===== src/rtl/gnr_pkg.sv =====
// Shared definitions for the attractor search controller.
//   state_t   : controller FSM state encoding
//   CNT_W_DEF : default width of the step and period counters
package gnr_pkg;

    localparam int CNT_W_DEF = 16;

    typedef enum logic [2:0] {
        IDLE   = 3'd0,
        INIT   = 3'd1,
        RUN    = 3'd2,
        PERIOD = 3'd3,
        DONE   = 3'd4
    } state_t;

endpackage


===== src/rtl/gnr_sat_counter.sv =====
// Saturating up-counter with synchronous clear.
//   clk, rst : clock, asynchronous active-high reset
//   clr      : synchronous clear (wins over en)
//   en       : count enable; holds at all-ones instead of wrapping
//   cnt      : current count
module gnr_sat_counter
    import gnr_pkg::*;
#(
    parameter int W = CNT_W_DEF
) (
    input  logic         clk,
    input  logic         rst,
    input  logic         clr,
    input  logic         en,
    output logic [W-1:0] cnt
);

    always_ff @(posedge clk or posedge rst) begin
        if (rst)
            cnt <= '0;
        else if (clr)
            cnt <= '0;
        else if (en && (cnt != '1))
            cnt <= cnt + W'(1);
    end

endmodule


===== src/rtl/gnr_attractor_ctrl.sv =====
// Attractor search controller for a Boolean network held as two copies
// (slow s0, fast s1). The nodes are re-initialised, then both copies run
// until they agree (transient length), then only the fast copy runs until
// it agrees with the frozen slow copy again (cycle length).
//   start/init_vec/max_steps : search request, sampled in IDLE
//   s0_vec/s1_vec            : current node values of the two copies
//   reset_nos/init_state     : node re-initialise strobe and value
//   start_s0/start_s1        : advance enables for the two copies
//   busy                     : search in progress (any state but IDLE)
//   res_*                    : result, valid/ready handshake
module gnr_attractor_ctrl
    import gnr_pkg::*;
#(
    parameter int NODES = 8,
    parameter int CNT_W = CNT_W_DEF
) (
    input  logic             clk,
    input  logic             rst,
    input  logic             start,
    input  logic [NODES-1:0] init_vec,
    input  logic [CNT_W-1:0] max_steps,
    input  logic [NODES-1:0] s0_vec,
    input  logic [NODES-1:0] s1_vec,
    output logic             reset_nos,
    output logic [NODES-1:0] init_state,
    output logic             start_s0,
    output logic             start_s1,
    output logic             busy,
    output logic             res_valid,
    input  logic             res_ready,
    output logic [CNT_W-1:0] res_steps,
    output logic [CNT_W-1:0] res_period,
    output logic [NODES-1:0] res_state,
    output logic             res_timeout
);

    state_t           state, state_n;
    logic [CNT_W-1:0] step_cnt, period_cnt, max_q;
    logic             meet_run, meet_per, step_to, per_to;

    // Count 0 is excluded: both copies trivially agree before any advance.
    assign meet_run = (step_cnt != '0) && (s0_vec == s1_vec);
    assign meet_per = (period_cnt != '0) && (s1_vec == s0_vec);
    assign step_to  = (step_cnt == max_q);
    assign per_to   = (period_cnt == max_q);

    assign busy      = (state != IDLE);
    assign res_valid = (state == DONE);

    gnr_sat_counter #(.W(CNT_W)) u_step_cnt (
        .clk (clk),
        .rst (rst),
        .clr (state == INIT),
        .en  (state == RUN),
        .cnt (step_cnt)
    );

    // Held clear throughout RUN, so it starts from 0 on the first PERIOD cycle.
    gnr_sat_counter #(.W(CNT_W)) u_period_cnt (
        .clk (clk),
        .rst (rst),
        .clr (state == RUN),
        .en  (state == PERIOD),
        .cnt (period_cnt)
    );

    always_ff @(posedge clk or posedge rst) begin
        if (rst)
            state <= IDLE;
        else
            state <= state_n;
    end

    always_comb begin
        state_n = state;
        case (state)
            IDLE:    if (start) state_n = INIT;
            INIT:    state_n = RUN;
            RUN: begin
                // meet wins over a simultaneous budget expiry
                if (meet_run)     state_n = PERIOD;
                else if (step_to) state_n = DONE;
            end
            PERIOD:  if (meet_per || per_to) state_n = DONE;
            DONE:    if (res_ready) state_n = IDLE;
            default: state_n = IDLE;
        endcase
    end

    // Node controls are decoded from the next state so they line up with
    // the state register while still coming straight out of flops.
    always_ff @(posedge clk or posedge rst) begin
        if (rst) begin
            reset_nos <= 1'b0;
            start_s0  <= 1'b0;
            start_s1  <= 1'b0;
        end else begin
            reset_nos <= (state_n == INIT);
            start_s0  <= (state_n == RUN);
            start_s1  <= (state_n == RUN) || (state_n == PERIOD);
        end
    end

    // Request capture and result latching. Results are cleared when a new
    // search is accepted so a timeout never carries stale state/period.
    always_ff @(posedge clk or posedge rst) begin
        if (rst) begin
            init_state  <= '0;
            max_q       <= '0;
            res_steps   <= '0;
            res_period  <= '0;
            res_state   <= '0;
            res_timeout <= 1'b0;
        end else begin
            case (state)
                IDLE: begin
                    if (start) begin
                        init_state  <= init_vec;
                        max_q       <= max_steps;
                        res_steps   <= '0;
                        res_period  <= '0;
                        res_state   <= '0;
                        res_timeout <= 1'b0;
                    end
                end
                RUN: begin
                    if (meet_run) begin
                        res_steps <= step_cnt;
                        res_state <= s0_vec;
                    end else if (step_to) begin
                        res_timeout <= 1'b1;
                        res_steps   <= max_q;
                        res_period  <= '0;
                    end
                end
                PERIOD: begin
                    if (meet_per) begin
                        res_period <= period_cnt;
                    end else if (per_to) begin
                        res_timeout <= 1'b1;
                        res_period  <= '0;
                    end
                end
                default: ;
            endcase
        end
    end

endmodule


===== config.mk =====
export PLATFORM = sky130hd
export DESIGN_NAME = gnr_attractor_ctrl
export DESIGN_NICKNAME = d
export VERILOG_FILES = /design/src/rtl/gnr_pkg.sv /design/src/rtl/gnr_sat_counter.sv /design/src/rtl/gnr_attractor_ctrl.sv
export SDC_FILE = /design/constraint.sdc
export NUM_CORES = 1
export LEC_CHECK = 0
export BUFFER_PORTS_ARGS = -buffer_cell sky130_fd_sc_hd__clkbuf_2
export CAP_MARGIN = 20
export CORE_UTILIZATION = 59
export CTS_BUF_LIST = sky130_fd_sc_hd__clkbuf_4 sky130_fd_sc_hd__clkbuf_8
export DETAILED_ROUTE_END_ITERATION = 10
export PLACE_DENSITY = 0.84
export SYNTH_ARGS = -nofsm -noshare
export SYNTH_HDL_FRONTEND = slang
export SYNTH_SLANG_ARGS = --single-unit

===== constraint.sdc =====
create_clock -name clk -period 3.6 [get_ports clk]
set_clock_uncertainty 0.2 [all_clocks]
set_input_delay 0 -clock clk [delete_from_list [all_inputs] [get_ports clk]]
set_output_delay 0 -clock clk [all_outputs]
set_load 0.005 [all_outputs]

==> results.toml, run 1 <==
[status]
status = "complete, no violations"

[clock_network]
cts_tree = "done"
clk_latency_ns = 0.37
cts_buffers = 9
cts_resized = 0
htreeDepth = 3
clockRootBuffer = "clkbuf_8"
post_cts_buffers = 0
clockBufferDepth = 2
path_clk_slew_ns = 0.11
cts_sinks = 103

[grt]
grt_max_degree = 55
grt_use_total_pct = 29.1
grt_pass1_wl_microns = 22900
grt_pass1_vias = 4570
antenna_found_initial = 0
gr-total-overflow = 0

[place]
io_buffers = 97
dpl.cell_count = 757
dp_hpwl_microns = 9450
place_congestion = 0.912

[timing]
slew_headroom_pct = 50.6
final.setup.tns_ns = 0
hold_violations = 0
finalCritPeriodShare_pct = 72.7
setup_viol = 0
rsz0062_at_grt = "no"
holdWs_ns = 0.193
slew_viol_final = 0
clock.fmax_mhz = 382
finalCriticalPeriod_ns = 2.62
worst_slew_pin_slew_ns = 0.738

[critical_path]
crit_required_ns = 3.68
cp_slowest_cell = "o211ai_4"
rrSetupSlack_ns = 0.98
slowest_delay_ns = 0.68
startpoint = "u_step_cnt.cnt[2]$_DFFE_PP0P_"
cp.arrival_ns = 2.70
end_kind = "register"
crit_chain = "xor2_1 > nor4_2 > nand4_2 > o211ai_4 > mux2i_1"
crit_path_start_kind = "register"
reg2reg_from = "u_step_cnt.cnt[2]$_DFFE_PP0P_"
worst-path-max-fanout = 16
crit_type = "register to register"

[final_layout]
n_antenna_cell = 0
drive_gt1_share_pct = 27.1
syn2layout_area_growth_pct = 16.9
nets = 723
final_cells = 808
final_util_pct = 72.3
n_fill_cell = 695

[synthesis]
synth_area_per_cell_sq_um = 10.2
synthFlopType = "dfrtp_1"
yosysTopAreaCellShare_pct = 44.4
synth_common_cells = "dfrtp_1 (103), nand2_1 (84), inv_1 (46)"
ys_top_cells_by_area = "dfrtp_1 (44%), mux2_2 (7.4%), xor2_1 (6.2%), nand2_1 (5.4%), mux2i_1 (3.8%)"
synth-async-reset-ratio_pct = 100
synth_most_common_cell = "dfrtp_1"
synthCells = 571
syn-cell-area_sq_mm = 0.00580
syn-num-nets = 619
synth-edff-count = 0
yosysWarnings = 0
ys_types = 57
synth_seq_cells = 103
yosysTopAreaCell = "dfrtp_1"
yosysSeqAreaShare_pct = 44.4

[floorplan]
boundaryPins = 98
die_w_microns = 101
rows = 35
die_y_microns = 101
coreArea_sq_mm = 0.00937
initial_core_util_pct = 61.9
dieArea_sq_mm = 0.0102

[worst_hold_path]
hold_class = "input port to register"
hold_start = "init_vec[7]"

[routing]
routed_wl_microns = 14000
drc = 0
first_pass_iters = 5
drt_iter0_drc = 384
wl_per_cell_microns = 17.3
vias_per_cell = 5.83
postRouteAntennaNets = 0
vias = 4708

[pwr]
peakVddDrop_mv = 0.433
p_leak_nw = 3.12
powerDensity_mw_per_mm2 = 596
power_mw = 4.04

[run]
maxCapViolCount = 0
-- cell usage in the layout (no fill, tap or decap), types with 4 or more instances in the layout --
cell type	n
clkbuf_2	97
nand4_1	9
a22o_1	8
nor4_1	12
buf_4	5
nor4_2	5
a21oi_1	7
nor3_1	9
dlygate4sd3_1	36
dfrtp_1	103
o221ai_1	18
nor2_1	25
nand2_1	84
and3_1	6
ha_1	4
nand3_1	12
mux2i_1	22
mux2_2	38
clkbuf_8	9
nor3b_1	4
and4_1	4
xnor2_1	11
inv_1	45
xor2_1	41
-- stage by stage --
stage	setup slack, ns	instance area [sq um]
after detailed placement	1.05	6240
after floorplan	0.696	5800
after CTS	0.999	6780
after global placement	1.20	6240
after global routing	0.838	6780
final	0.983	6780
-- worst paths after layout --
kind | end | depth (start not counted)
max | res_steps[8]$_DFFE_PP0P_ | 5
min | init_state[7]$_DFFE_PP0P_ | 3
max reg2reg | res_steps[8]$_DFFE_PP0P_ | 5
min reg2reg | res_state[0]$_DFFE_PP0P_ | 1
max in group asynchronous | u_step_cnt.cnt[2]$_DFFE_PP0P_ | 5
min in group asynchronous | init_state[3]$_DFFE_PP0P_ | 4
-- report_power, final --
group / switching [mW] / total, mW / internal (mW)
Sequential: 0.365 / 1.82 / 1.45
Combinational: 0.845 / 1.54 / 0.699
Clock: 0.422 / 0.684 / 0.261
Total: 1.63 / 4.04 / 2.41
-- registers in the layout, indices dropped and copies added, names as in the netlist --
signal	cells
res_period	16
res_state	8
reset_nos	1
start_s1	1
state	3
max_q	16
init_state	8
start_s0	1
u_period_cnt.cnt	16
res_steps	16
res_timeout	1
u_step_cnt.cnt	16
-- critical path, delay by kind of cell, from the launching register on --
family           cells  cell delay [ns]
AND/OR/NAND/NOR      2             0.66
XOR/XNOR             1             0.21
flip-flops           1             0.49
AO/OA/AOI/OAI        1             0.68
multiplexers         1             0.29
-- layout make-up --
cell class                 count  area, sq um  area share [%]
timing repair buffer         138          883            13.0
clock inverter                 6         53.8           0.794
inverter                      46          175            2.58
clock buffer                   9          124            1.83
tap                          129          161            2.38
sequential                   103         2580            38.0
multi-input combinational    377         2810            41.4
-- per-layer routing --
layer / GRT usage (%) / routed length [microns]
met1: 39.9 / 6210
met5: 0 / 0
met4: 11.8 / 335
met3: 4.21 / 893
met2: 46.8 / 6570
-- repair_timing --
item | CTS | global route
endpoints found under the hold margin | 137 | 0
hold buffers | 36 | 0
endpoints found under the setup margin | 0 | 0
-- kinds of logic after synthesis --
kind of cell | synth area share (%)
and+or+nand+nor | 18.6
adders and majority gates | 0.863
xor gates and xnor gates | 7.85
DFF | 44.4
buffers and inverters | 7.29
AOI/OAI and AO/OA | 9.21
muxes | 11.8
(Power assumes the default switching activity.)
==> run 2: changes to the inputs <==
==> constraint.sdc (replaced) <==
create_clock -name clk -period 2.7 [get_ports clk]
set_clock_uncertainty 0.2 [all_clocks]
set_input_delay 0 -clock clk [delete_from_list [all_inputs] [get_ports clk]]
set_output_delay 0 -clock clk [all_outputs]
set_load 0.005 [all_outputs]
==> run 2 against run 1 <==
  * Routed wire length is 2.3% higher
  * Critical path depth is 2 higher
  * Largest cell class unchanged
  * Via count is 1.4% higher
==> results.toml, run 2 (synthesized netlist as in run 1, its figures left out) <==
[critical_path]
crit_required_ns = 2.80
crit_type = "register to register"
crit_chain = "inv_1 > ha_1 > nor4b_1 > nand4_1 > nand3_2 > nor2_1 > a22o_1"
end_kind = "register"
crit_path_start_kind = "register"
slowest_delay_ns = 0.60
cp_slowest_cell = "nor2_1"
cpLargestDelayFamily = "simple AND/OR/NAND/NOR gates"
worst-path-max-fanout = 18
critPathBufInv = 1
cp.arrival_ns = 2.66
rrSetupSlack_ns = 0.14

[clock_network]
post_cts_buffers = 0
cts_resized = 0
path_clk_slew_ns = 0.09
clockBufferDepth = 2
cts_sinks = 103
ctsHoldBuffers = 34
htreeDepth = 3
cts_tree = "done"
clockRootBuffer = "clkbuf_8"
cts_buffers = 9
clk_latency_ns = 0.37

[timing]
setup_viol = 0
final.setup.tns_ns = 0
rsz0062_at_grt = "no"
slew_viol_final = 0
clock.fmax_mhz = 391
slew_headroom_pct = 49.1
finalCritPeriodShare_pct = 94.7
hold_violations = 0
worst_slew_pin_slew_ns = 0.762
finalCriticalPeriod_ns = 2.56

[routing]
first_pass_iters = 5
drt_iter0_drc = 302
vias_per_cell = 5.87
routed_wl_microns = 14300
wl_per_cell_microns = 17.6
postRouteAntennaNets = 0
drc = 0
vias = 4775

[floorplan]
rows = 35
dieArea_sq_mm = 0.0102
initial_core_util_pct = 61.9
coreArea_sq_mm = 0.00937
boundaryPins = 98
die_y_microns = 101
die_w_microns = 101

[final_layout]
nets = 729
n_fill_cell = 660
syn2layout_area_growth_pct = 17.7
final_util_pct = 72.9
final_cell_mix = "dfrtp_1 (103), clkbuf_2 (97), nand2_1 (84)"
final_common_cell = "dfrtp_1"
drive_gt1_share_pct = 28.0
n_antenna_cell = 0

[grt]
antenna_found_initial = 0
grt_pass1_vias = 4650
gr-total-overflow = 0
grt_pass1_wl_microns = 23400
grt_use_total_pct = 29.8
grt_max_degree = 38

[pwr]
p_leak_nw = 3.15
powerDensity_mw_per_mm2 = 797
peakVddDrop_mv = 0.556

[place]
place_congestion = 0.883
io_buffers = 97
dp_hpwl_microns = 9880

[run]
maxCapViolCount = 0

[worst_hold_path]
hold_class = "input port to asynchronous set/reset pin"

[status]
status = "complete, no violations"
==> run 2: cell count changes in the layout (fill, tap and decap cells not counted) <==
cell           change
buf_12             +1
buf_4              +7
clkbuf_4           +2
clkbuf_8           +1
clkinv_2           +1
clkinv_4           -1
clkinvlp_4         +2
dlygate4sd3_1      -2
inv_4              -1
inv_6              -3
inv_8              -1
==> run 2: cell type report <==
type	instances	area (sq um)	area share, %
Clock buffer	12	153	2.24
Inverter	46	176	2.58
Timing Repair Buffer	144	936	13.7
Sequential cell	103	2580	37.7
Tap cell	129	161	2.36
Clock inverter	3	20.0	0.293
Multi-Input combinational cell	377	2810	41.1
==> run 2: routing by layer <==
metal  global-route usage [%]  routed length, microns  vias to the layer above
met5                        0                       0                        -
met4                     9.14                     239                        0
met3                     3.86                     799                       26
met2                     51.3                    7160                      205
met1                     39.4                    6140                     2347
li1                         -                       -                     2197
==> run 2: final timing paths <==
| path | from | to | depth (start not counted) |
|---|---|---|---|
| setup reg to reg | u_step_cnt.cnt[0]$_DFFE_PP0P_ | res_state[6]$_DFFE_PP0P_ | 7 |
| setup / recovery | u_step_cnt.cnt[0]$_DFFE_PP0P_ | res_state[6]$_DFFE_PP0P_ | 7 |
| hold / removal | rst | init_state[5]$_DFFE_PP0P_ | 3 |
| hold reg to reg | res_state[3]$_DFFE_PP0P_ | res_state[3]$_DFFE_PP0P_ | 1 |
| max in group asynchronous | rst | res_period[9]$_DFFE_PP0P_ | 4 |
| min in group clk | start | reset_nos$_DFF_PP0_ | 4 |
==> run 2: metrics by stage <==
step           setup WS [ns]  hold slack (ns)  cell area, sq um  power, mW  instances
2_1_floorplan          0.579          -0.0601              5800       3.79        571
3_3_place_gp           0.347          -0.0510              6320       4.36        765
3_5_place_dp           0.241          -0.0399              6320       4.47        765
4_1_cts                0.190            0.118              6830       5.40        814
5_1_grt              0.00390            0.146              6830       5.74        814
6_report               0.144           0.0928              6830       5.44        814
==> run 2: worst reg2reg max path, delay by kind of cell, from the launching register on <==
family                     cells  cell delay (ns)
DFF                            1             0.49
AOI/OAI and AO/OA              1             0.24
adders and majority gates      1             0.19
and+or+nand+nor                4             1.31
buffers and inverters          1             0.08
==> run 2: power breakdown <==
part / internal (mW) / switching [mW]
combinational: 0.969 / 1.15
sequential: 1.93 / 0.500
clock: 0.375 / 0.520
==> run 3: changes to the inputs <==
--- a/config.mk
+++ b/config.mk
@@ -11,6 +11,7 @@
 export CTS_BUF_LIST = sky130_fd_sc_hd__clkbuf_4 sky130_fd_sc_hd__clkbuf_8
 export DETAILED_ROUTE_END_ITERATION = 10
 export PLACE_DENSITY = 0.84
+export SETUP_SLACK_MARGIN = 0.5
 export SYNTH_ARGS = -nofsm -noshare
 export SYNTH_HDL_FRONTEND = slang
 export SYNTH_SLANG_ARGS = --single-unit
==> run 3 against run 2 <==
  * Final cell count rose by 3.8%
  * Critical endpoint is now u_period_cnt.cnt[15]$_DFFE_PP0P_
  * Critical path type unchanged
  * Highest routed layer unchanged
  * First-iteration DRC count increased by 69%
  * Utilization is 4.6 points higher
==> results.toml, run 3 (synthesized netlist as in run 1, its figures left out) <==
[clock_network]
cts_tree = "done"
path_clk_slew_ns = 0.09
htreeDepth = 3
clockBufferDepth = 2
clockRootBuffer = "clkbuf_8"
cts_buffers = 9
clk_latency_ns = 0.38
cts_sinks = 103

[routing]
routed_wl_microns = 16000
drc = 0
vias = 5122
wl_per_cell_microns = 19.0
drt_iter0_drc = 511
vias_per_cell = 6.06
first_pass_iters = 5
postRouteAntennaNets = 0

[floorplan]
boundaryPins = 98
initial_core_util_pct = 61.9
die_w_microns = 101
dieArea_sq_mm = 0.0102
rows = 35
die_y_microns = 101
coreArea_sq_mm = 0.00937

[timing]
finalCritPeriodShare_pct = 84.0
slew_viol_final = 0
slew_headroom_pct = 48.3
worst_slew_pin_slew_ns = 0.774
hold_violations = 0
finalCriticalPeriod_ns = 2.27
clock.fmax_mhz = 441
final.setup.tns_ns = 0
rsz0062_at_grt = "yes"
holdWs_ns = 0.0909
setup_viol = 0

[critical_path]
cp.arrival_ns = 2.33
rrSetupSlack_ns = 0.43
crit_required_ns = 2.76
worst-path-max-fanout = 9
startpoint = "state[1]$_DFF_PP0_"
crit_type = "register to register"
rr_worst_depth = 5
end_kind = "register"
reg2reg_from = "state[1]$_DFF_PP0_"
crit_path_start_kind = "register"
r2r-end = "u_period_cnt.cnt[15]$_DFFE_PP0P_"

[final_layout]
final_common_cell = "clkbuf_2"
n_antenna_cell = 0
n_fill_cell = 604
syn2layout_area_growth_pct = 25.2
final_util_pct = 77.5
drive_gt1_share_pct = 35.3
nets = 760
final_cell_mix = "clkbuf_2 (97), dfrtp_1 (88), nand2_1 (82)"
design_area_sq_mm = 0.00726

[place]
io_buffers = 97
post_dp_cell_area_sq_mm = 0.00632
dp_hpwl_microns = 9880
place_congestion = 0.883

[pwr]
p_leak_nw = 3.30
powerDensity_mw_per_mm2 = 805
peakVddDrop_mv = 0.564

[grt]
grt_pass1_vias = 4716
gr-total-overflow = 0
grt_max_degree = 38
antenna_found_initial = 0
grt_pass1_wl_microns = 24000
grt_use_total_pct = 30.6

[worst_hold_path]
hold_class = "input port to asynchronous set/reset pin"

[run]
maxCapViolCount = 0

[status]
status = "complete, no violations"
[run 3: cell count changes in the layout (fill, tap and decap cells not counted), sizes merged]
cell | before | now
nand3 | 13 | 15
nand2 | 84 | 85
clkbuf | 109 | 110
buf | 13 | 40
[run 3: per-layer routing]
metal  global-route usage (%)  vias up  wire length [microns]
li1                         -     2270                      -
met1                     40.4     2486                   6330
met2                     52.1      314                   7920
met3                     4.21       52                   1310
met4                     10.6        0                    487
met5                        0        -                      0
[run 3: timing repair]
| action | 4_1_cts | 5_1_grt |
|---|---|---|
| cloned | 1 | 3 |
| hold buffers | 34 | 0 |
| buffers inserted | 8 | 19 |
| pin swaps | 2 | 5 |
| resized for setup | 12 | 30 |
| endpoints found under the hold margin | 67 | 0 |
| setup endpoints to repair | 48 | 68 |
[run 3: critical path, cell delays in order, from the launching register on]
cell and delay, ns:
dfrtp_1 0.52, nand3b_1 0.36, or2_2 0.46, nor4_4 0.35, a31o_2 0.21, a21oi_1 0.06
[run 3: how the worst max path moves through the flow]
stage	endpoint	slack (ns)	depth (start not counted)
floorplan	res_steps[0]$_DFFE_PP0P_	0.58	7
global placement	state[2]$_DFF_PP0_	0.35	7
detailed placement	res_state[1]$_DFFE_PP0P_	0.24	7
CTS	res_steps[15]$_DFFE_PP0P_	0.49	5
global route	u_period_cnt.cnt[15]$_DFFE_PP0P_	0.28	5
finish	u_period_cnt.cnt[15]$_DFFE_PP0P_	0.43	5
[run 3: where the power goes]
part	total [mW]	switching, mW	internal [mW]
registers	2.44	0.501	1.94
clock network	0.908	0.532	0.376
logic	2.49	1.32	1.18
[run 3: final cells by class]
class	count	area, sq um	area share (%)
multi-input cells	380	2970	40.8
clock buffers	12	153	2.10
repair buffers	172	1190	16.4
clock inverters	3	20.0	0.276
flip-flops and latches	103	2600	35.8
well taps	129	161	2.22
inverters	46	176	2.43
[run 3: stage by stage]
stage | worst slack (ns) | instances | total power [mW]
floorplan | 0.579 | 571 | 3.79
global placement | 0.347 | 765 | 4.36
detailed placement | 0.241 | 765 | 4.47
CTS | 0.487 | 823 | 5.54
global route | 0.281 | 845 | 6.11
finish | 0.431 | 845 | 5.85
